`src/rtl/spi_master_arb.sv`:
```
// Two-requester SPI master: arbitrates, then shifts one byte MSB-first with a framed 10-period sclk.
// Define SPI_ARB_RR_EN for round-robin arbitration; otherwise req0 has fixed priority.
module spi_master_arb #(
   parameter int unsigned CLK_DIV = 4
) (
   input  logic       clk,
   input  logic       rst,
   input  logic       req0,
   input  logic       req1,
   input  logic [7:0] data0,
   input  logic [7:0] data1,
   output logic       gnt0,
   output logic       gnt1,
   output logic       ack0,
   output logic       ack1,
   output logic       busy,
   output logic       sclk,
   output logic       cs,
   output logic       mosi
);

   typedef enum logic [1:0] {StIdle, StLead, StXfer, StGap} state_e;

   localparam logic [8:0] Div    = 9'(CLK_DIV);
   localparam logic [8:0] DivM1  = 9'(CLK_DIV - 1);
   localparam logic [8:0] GapEnd = 9'(2 * CLK_DIV - 2);

   state_e      state_q, state_d;
   logic [8:0]  cnt_q, cnt_d;
   logic [4:0]  hcnt_q, hcnt_d;
   logic [7:0]  shift_q, shift_d;
   logic        owner_q, owner_d;
   logic        gnt0_q, gnt0_d, gnt1_q, gnt1_d;
   logic        ack0_q, ack0_d, ack1_q, ack1_d;
   logic        busy_q, busy_d, sclk_q, sclk_d, cs_q, cs_d, mosi_q, mosi_d;
   logic        grant, pick;
`ifdef SPI_ARB_RR_EN
   logic        last_q, last_d;
`endif

   always_comb begin
      state_d = state_q;
      cnt_d   = cnt_q;
      hcnt_d  = hcnt_q;
      shift_d = shift_q;
      owner_d = owner_q;
      mosi_d  = mosi_q;
      grant   = 1'b0;
      pick    = 1'b0;
`ifdef SPI_ARB_RR_EN
      last_d  = last_q;
`endif
      unique case (state_q)
         StIdle: begin
            if (req0 || req1) begin
               grant = 1'b1;
`ifdef SPI_ARB_RR_EN
               pick   = (req0 && req1) ? ~last_q : req1;
               last_d = pick;
`else
               pick   = ~req0;
`endif
               owner_d = pick;
               shift_d = pick ? data1 : data0;
               state_d = StLead;
               cnt_d   = '0;
            end
         end
         StLead: begin
            if (cnt_q == Div) begin
               state_d = StXfer;
               cnt_d   = '0;
               hcnt_d  = '0;
            end else begin
               cnt_d = cnt_q + 9'd1;
            end
         end
         StXfer: begin
            if (cnt_q == DivM1) begin
               cnt_d = '0;
               if (hcnt_q == 5'd19) state_d = StGap;
               else                 hcnt_d  = hcnt_q + 5'd1;
            end else begin
               cnt_d = cnt_q + 9'd1;
            end
         end
         StGap: begin
            if (cnt_q == GapEnd) begin
               state_d = StIdle;
               cnt_d   = '0;
            end else begin
               cnt_d = cnt_q + 9'd1;
            end
         end
         default: state_d = StIdle;
      endcase

      // mosi only moves on sclk rising edges; periods 1..8 carry the byte, 0 and 9 are framing
      if (state_d != StXfer) begin
         mosi_d = 1'b0;
      end else if (cnt_d == '0 && !hcnt_d[0]) begin
         if (hcnt_d >= 5'd2 && hcnt_d <= 5'd16) begin
            mosi_d  = shift_q[7];
            shift_d = {shift_q[6:0], 1'b0};
         end else begin
            mosi_d = 1'b0;
         end
      end

      cs_d   = !((state_d == StLead && cnt_d != '0) || state_d == StXfer);
      sclk_d = (state_d == StXfer) && !hcnt_d[0];
      busy_d = (state_d != StIdle);
      gnt0_d = grant && !pick;
      gnt1_d = grant && pick;
      ack0_d = (state_q == StXfer) && (state_d == StGap) && !owner_q;
      ack1_d = (state_q == StXfer) && (state_d == StGap) && owner_q;
   end

   always_ff @(posedge clk) begin
      if (rst) begin
         state_q <= StIdle;
         cnt_q   <= '0;
         hcnt_q  <= '0;
         shift_q <= '0;
         owner_q <= 1'b0;
         gnt0_q  <= 1'b0;
         gnt1_q  <= 1'b0;
         ack0_q  <= 1'b0;
         ack1_q  <= 1'b0;
         busy_q  <= 1'b0;
         sclk_q  <= 1'b0;
         cs_q    <= 1'b1;
         mosi_q  <= 1'b0;
`ifdef SPI_ARB_RR_EN
         last_q  <= 1'b1;
`endif
      end else begin
         state_q <= state_d;
         cnt_q   <= cnt_d;
         hcnt_q  <= hcnt_d;
         shift_q <= shift_d;
         owner_q <= owner_d;
         gnt0_q  <= gnt0_d;
         gnt1_q  <= gnt1_d;
         ack0_q  <= ack0_d;
         ack1_q  <= ack1_d;
         busy_q  <= busy_d;
         sclk_q  <= sclk_d;
         cs_q    <= cs_d;
         mosi_q  <= mosi_d;
`ifdef SPI_ARB_RR_EN
         last_q  <= last_d;
`endif
      end
   end

   assign gnt0 = gnt0_q;
   assign gnt1 = gnt1_q;
   assign ack0 = ack0_q;
   assign ack1 = ack1_q;
   assign busy = busy_q;
   assign sclk = sclk_q;
   assign cs   = cs_q;
   assign mosi = mosi_q;

endmodule

```
`config.mk`:
```
export PLATFORM = sky130hd
export DESIGN_NAME = spi_master_arb
export DESIGN_NICKNAME = d
export VERILOG_FILES = /design/src/rtl/spi_master_arb.sv
export SDC_FILE = /design/constraint.sdc
export NUM_CORES = 1
export LEC_CHECK = 0
export ABC_AREA = 1
export CAP_MARGIN = 30
export CELL_PAD_IN_SITES_DETAIL_PLACEMENT = 2
export CELL_PAD_IN_SITES_GLOBAL_PLACEMENT = 2
export CORE_MARGIN = 3
export CORE_UTILIZATION = 26
export DETAILED_ROUTE_END_ITERATION = 16
export HOLD_SLACK_MARGIN = 0.02
export PLACE_DENSITY = 0.81
export REMOVE_ABC_BUFFERS = 1
export SKIP_LAST_GASP = 1
export SYNTH_ARGS = -nofsm -noshare
export SYNTH_HDL_FRONTEND = slang
export SYNTH_SLANG_ARGS = --single-unit
```
`constraint.sdc`:
```
create_clock -name clk -period 2.1 [get_ports clk]
set_input_delay 0.42 -clock clk [delete_from_list [all_inputs] [get_ports clk]]
set_output_delay 0.42 -clock clk [all_outputs]
set_load 0.01 [all_outputs]
```
# Word level (Yosys, flattened, before mapping)
# Cells that the tools add are included.
# W data, S select, Z words.
[word_totals]
ff_bits = 33
word_cells = 76
in_bits = 20
[classes]
order_cmp = 2
n_mux = 26
addsub = 2
n_reduce_logical = 21
eq_ne = 11
bitwise = 1
[ops]
columns = ["operator", "count"]
rows = [
  ["$mux W8", 6],
  ["$mux W9", 4],
  ["$pmux W9 S4", 1],
  ["$eq A9 B3 Y1 const B", 2],
  ["$mux W5", 3],
  ["$mux W2", 5],
  ["$pmux W5 S2", 1],
  ["$add A9 B1 Y9 const B", 1],
  ["$eq A9 B2 Y1 const B", 1],
  ["$logic_and A1 B1 Y1", 9],
  ["$logic_not A9 Y1", 1],
  ["$reduce_bool A9 Y1", 1],
  ["$eq A2 B2 Y1 const B", 4],
  ["$pmux W2 S4", 1],
  ["$add A5 B1 Y5 const B", 1],
  ["$eq A5 B5 Y1 const B", 1],
  ["$ge A5 B2 Y1 const B", 1],
  ["$le A5 B5 Y1 const B", 1],
  ["$mux W1", 5],
  ["$eq A2 B1 Y1 const B", 2],
  ["$logic_not A1 Y1", 4],
  ["$logic_not A2 Y1", 1],
  ["$logic_or A1 B1 Y1", 2],
  ["$ne A2 B2 Y1 const B", 1],
  ["other kinds (4)", 4],
]

# Longest topological paths before layout
[depth]
ltp_word = 9
mapped_depth = 19
depth_no_buf = 19

# Worst setup path after synthesis
# No wires, ideal clock.
[synth_timing]
path_kind = "reg2reg"
from = "register state_q[0]"
to = "register shift_q[2]"
stages_incl_launch_ff = 18
setup_time_ps = 113
setup_slack_ps = 90
t_arrival_ps = 1898
synth_period_minus_slack_ps = 2010
path_cell_list = "dfxtp_1 > inv_1 > ha_1 > clkbuf_2 > inv_1 > nor2_2 > inv_1 > nor2_1 > inv_1 > nand2_1 > nor2_2 > nand2_1 > nor2_2 > nand3_1 > nor2_4 > nand2_1 > nand2_1 > nor2_1"
[synth_between]
elab_chain_len = 7
word_cells_on_any_way = 23
classes_between = "2 x order compare; 4 x eq/ne; 12 x mux; 5 x reduce/logical"
[synth_rtl]
columns = ["item", "line_no", "source"]
rows = [
  ["start: declaration", "28", "state_e state_q, state_d;"],
  ["start signal: assignment", "121", "state_q <= StIdle;"],
  ["start signal: assignment", "138", "state_q <= state_d;"],
  ["$eq A2 B2 Y1 or $eq A2 B1 Y1 (tied branches)", "53", "unique case (state_q)"],
  ["$pmux W5 S2", "53", ""],
  ["$ge A5 B2 Y1 or $le A5 B5 Y1 (tied branches)", "102", "if (hcnt_d >= 5'd2 && hcnt_d <= 5'd16) begin"],
  ["$logic_and A1 B1 Y1", "102", ""],
  ["$mux W8", "102", ""],
  ["$mux W8", "101", "end else if (cnt_d == '0 && !hcnt_d[0]) begin"],
  ["$mux W8 (*)", "99", "if (state_d != StXfer) begin"],
  ["end signal: assignment", "141", "shift_q <= shift_d;"],
  ["end: declaration", "31", "logic [7:0] shift_q, shift_d;"],
]
# Every way passes the cells marked *; elsewhere a longest branch is shown, timed or not.
# A chain may end at the register's enable or synchronous reset.

# Final worst setup path
[layout_timing]
from = "register cnt_q[1]"
to = "register shift_q[3]"
[layout_between]
elab_chain_len = 8
word_cells_on_any_way = 26
classes_between = "1 x add/sub; 2 x order compare; 4 x eq/ne; 15 x mux; 4 x reduce/logical"
[layout_rtl]
columns = ["item", "line_no", "source"]
rows = [
  ["start: declaration", "29", "logic [8:0] cnt_q, cnt_d;"],
  ["start signal: assignment", "139", "cnt_q <= cnt_d;"],
  ["parallel branches: the longest is 7 deep, another holds $add A9 B1 Y9", "-", ""],
  ["$mux W8 (*)", "99", ""],
]
# Mark *: on every way between the ends.

==> flow_metrics.tcl <==
set metrics [dict create \
    setup.reg_to_reg.worst_slack_ns -0.49 \
    violations "negative setup slack" \
    cap_viol_max_count 0 \
    place_area_um2 2930 \
    numPortBuffers 27 \
    cts_tree "yes" \
    grt_usage 0.258 \
    switchingPower_mw 1.70 \
    clock-root-buffer "clkbuf_8" \
    stdcell_area_um2 3590 \
    finalHoldViolCount 0 \
    min_from "owner_q$_SDFFE_PP0P_" \
    core_area_um2 7490 \
    run_status "finished, violations left" \
    wl_met1_um 5460 \
    ios 28 \
    relSlewSlack 0.702 \
    synthesis.area_um2 2080 \
    dpl.hpwl_um 6850 \
    gp_congestion 0.849 \
    switching_share 0.464 \
    holdPathStages 1 \
    peakVddDrop_v 0.000634 \
    grt_max_degree 13 \
    critPathKind "reg2reg" \
    seqPwrFrac 0.217 \
    highest_layer "met4" \
    drtIter0Drc 106 \
    initial_core_util 0.278 \
    grt.overflow.total 0 \
    clock_path_buffers 2 \
    clkSlewWorstSetupHoldPaths_ns 0.09 \
    place_ws_ns -0.413 \
    postCtsHoldBufs 0 \
    p_total_mw 3.67 \
    cts.sinks 33 \
    r2r-end "shift_q[3]$_SDFF_PP0_" \
    nNetsFinal 478 \
    grt_pass1_vias 3154 \
    syn_inst 338 \
    areaGrowthSynthToFinish_pct 72.8 \
    path_max_fanout 7 \
    synth_cell_types 29 \
    drc 0 \
    vias_per_cell 5.09 \
    hold_class "reg2reg" \
    avgSynthCellArea_um2 6.15 \
    clkPwrFrac 0.182 \
    fill_cells 845 \
    pwr-share-comb 0.600 \
    max_freq_mhz 386 \
    cp-start-kind "flip-flop" \
    synth_seq_cells 33 \
    hold_path_end "ack0$_SDFF_PP0_" \
    wl_per_cell_um 24.5 \
    wl_met2_um 7070 \
    p_int_mw 1.97 \
    clk_latency_ns 0.32 \
    finClkSkew_ns 0.0109 \
    grt_pass1_wl_um 17400 \
    fin_crit_sh 1.23 \
    worstPathRequired_ns 2.29 \
    htree_levels 2 \
    worstMarginPinSlew_ns 0.443 \
    ant_nets 0 \
    hold_ws_ns 0.494 \
    vias 2795 \
    antenna_found_initial 0 \
    slew_viol_final 0 \
    wl_met3_um 457 \
    fp.dieH_um 95.4 \
    die-area_um2 9100 \
    fin_crit_ns 2.59 \
    postLayoutCoreUtil 0.480 \
    rows 31 \
    worstPathArrival_ns 2.79 \
    yosys_warnings 0 \
    cts_made_buffers 5 \
    power.density_nw_per_um2 1020 \
    setup_viol 14 \
    r2r_cells 16 \
    die_x_um 95.4 \
    worst_slack_ns -0.491 \
    endpoint_kind "flip-flop" \
    dr.pass1.iters 4 \
    p_leak_nw 1.70 \
    drive_above_1_share 0.398 \
    antenna_cells 0 \
    wl_um 13400 \
    ys_seq_area_frac 0.318 \
    rsz0062_at_grt "yes" \
    r2r_start "cnt_q[1]$_SDFF_PP0_" \
]
## what timing repair did
action                                  4_1_cts  5_1_grt
gates resized for setup                      49       61
pin swaps                                    23       33
endpoints found under the setup margin       15       17
setup buffers                                12        7
cloned                                        1        0
## worst max path at each step
stage,start,to,slack (ns),cells after the start
after global routing,cnt_q[0]$_SDFF_PP0_,shift_q[3]$_SDFF_PP0_,-0.61,16
after floorplan,state_q[1]$_SDFF_PP0_,shift_q[2]$_SDFF_PP0_,0.13,13
final,cnt_q[1]$_SDFF_PP0_,shift_q[3]$_SDFF_PP0_,-0.49,16
after global placement,req0,shift_q[1]$_SDFF_PP0_,-0.24,15
after detailed placement,cnt_q[1]$_SDFF_PP0_,shift_q[6]$_SDFF_PP0_,-0.41,18
after CTS,cnt_q[1]$_SDFF_PP0_,shift_q[4]$_SDFF_PP0_,-0.27,19
## flip-flops by register name, summed over array words and instances (netlist names)
name     count
shift_q      8
owner_q      1
busy         1
cs           1
gnt0         1
sclk         1
ack1         1
ack0         1
mosi         1
gnt1         1
cnt_q        9
hcnt_q       5
state_q      2
## synth_stat cells, drive strengths merged
cell type	count	area share
a21boi	1	0.0054
a21oi	14	0.034
a221oi	2	0.0084
a22o	3	0.013
a22oi	1	0.0036
a31oi	1	0.0030
clkbuf	3	0.0060
clkinv	1	0.0018
dfxtp	33	0.32
ha	9	0.054
inv	47	0.085
nand2	115	0.22
nand3	23	0.061
nand3b	1	0.0036
nand4	3	0.0090
nor2	65	0.13
nor3	4	0.0096
nor3b	1	0.0036
o211ai	3	0.011
o21ai	6	0.014
o21bai	1	0.0036
xor2	1	0.0042
## power groups by stage
stage	logic [mW]	registers, mW	clock network (mW)
3_3_place_gp	1.33	0.782	0
3_5_place_dp	1.43	0.790	0
6_report	2.20	0.798	0.670
2_1_floorplan	0.679	0.798	0
5_1_grt	2.31	0.803	0.697
4_1_cts	1.76	0.781	0.651
## area by class of cell
cell class | count | area, um2 | share of cell area
Timing Repair Buffer | 106 | 895 | 0.249
Clock inverter | 3 | 46.3 | 0.0129
Multi-Input combinational cell | 255 | 1600 | 0.446
Sequential cell | 33 | 669 | 0.186
Inverter | 48 | 185 | 0.0516
Clock buffer | 5 | 68.8 | 0.0192
Tap cell | 99 | 124 | 0.0345
## metal layers
layer,vias up,track usage
met5,-,0
met1,1404,0.291
met2,83,0.476
li1,1276,-
met4,0,0.0924
met3,32,0.0529
## stage by stage
step | TNS [ns] | std cells
final | -4.47 | 549
after detailed placement | -3.91 | 522
after global placement | -2.10 | 522
after CTS | -2.79 | 543
after global routing | -6.18 | 549
after floorplan | 0 | 335
## worst max-delay path, stage by stage, from the launching register on
cell and delay [ns]:
dfxtp_4 0.37, ha_4 0.19, buf_4 0.13, nand3_1 0.16, nand2_2 0.10, o211ai_1 0.14, nand2_1 0.11, nand2_1 0.14
nand2_1 0.12, nor2_4 0.14, nand2_2 0.08, nor2_4 0.15, nand3_2 0.13, nor2_4 0.20, nand2_1 0.08, nand2_1 0.12
nor2_1 0.09
## cell usage in the layout (no fill, tap or decap), types with 6 or more instances in the layout
cell             synthesis  layout
inv_1                   44      35
dfxtp_1                 33      30
buf_4                    0      73
nor2_4                   1      15
nand2_4                  0      12
nand2_2                  7      21
clkdlybuf4s50_1          0      27
nor2_1                  55      44
nand3_2                  0       7
nand2_1                108      82
a21oi_1                 14      12
nand3_1                 22      16
inv_2                    3      11
nor2_2                   9       6
## cells by family after synthesis
family                     count (synthesis)  synth area share
adders and majority gates                  9            0.0542
DFF                                       33             0.318
xor gates and xnor gates                   1           0.00422
AOI/OAI and AO/OA                         32            0.0957
buffers and inverters                     51            0.0927
and+or+nand+nor                          212             0.435
No activity file was read; power rests on OpenSTA's default activity.
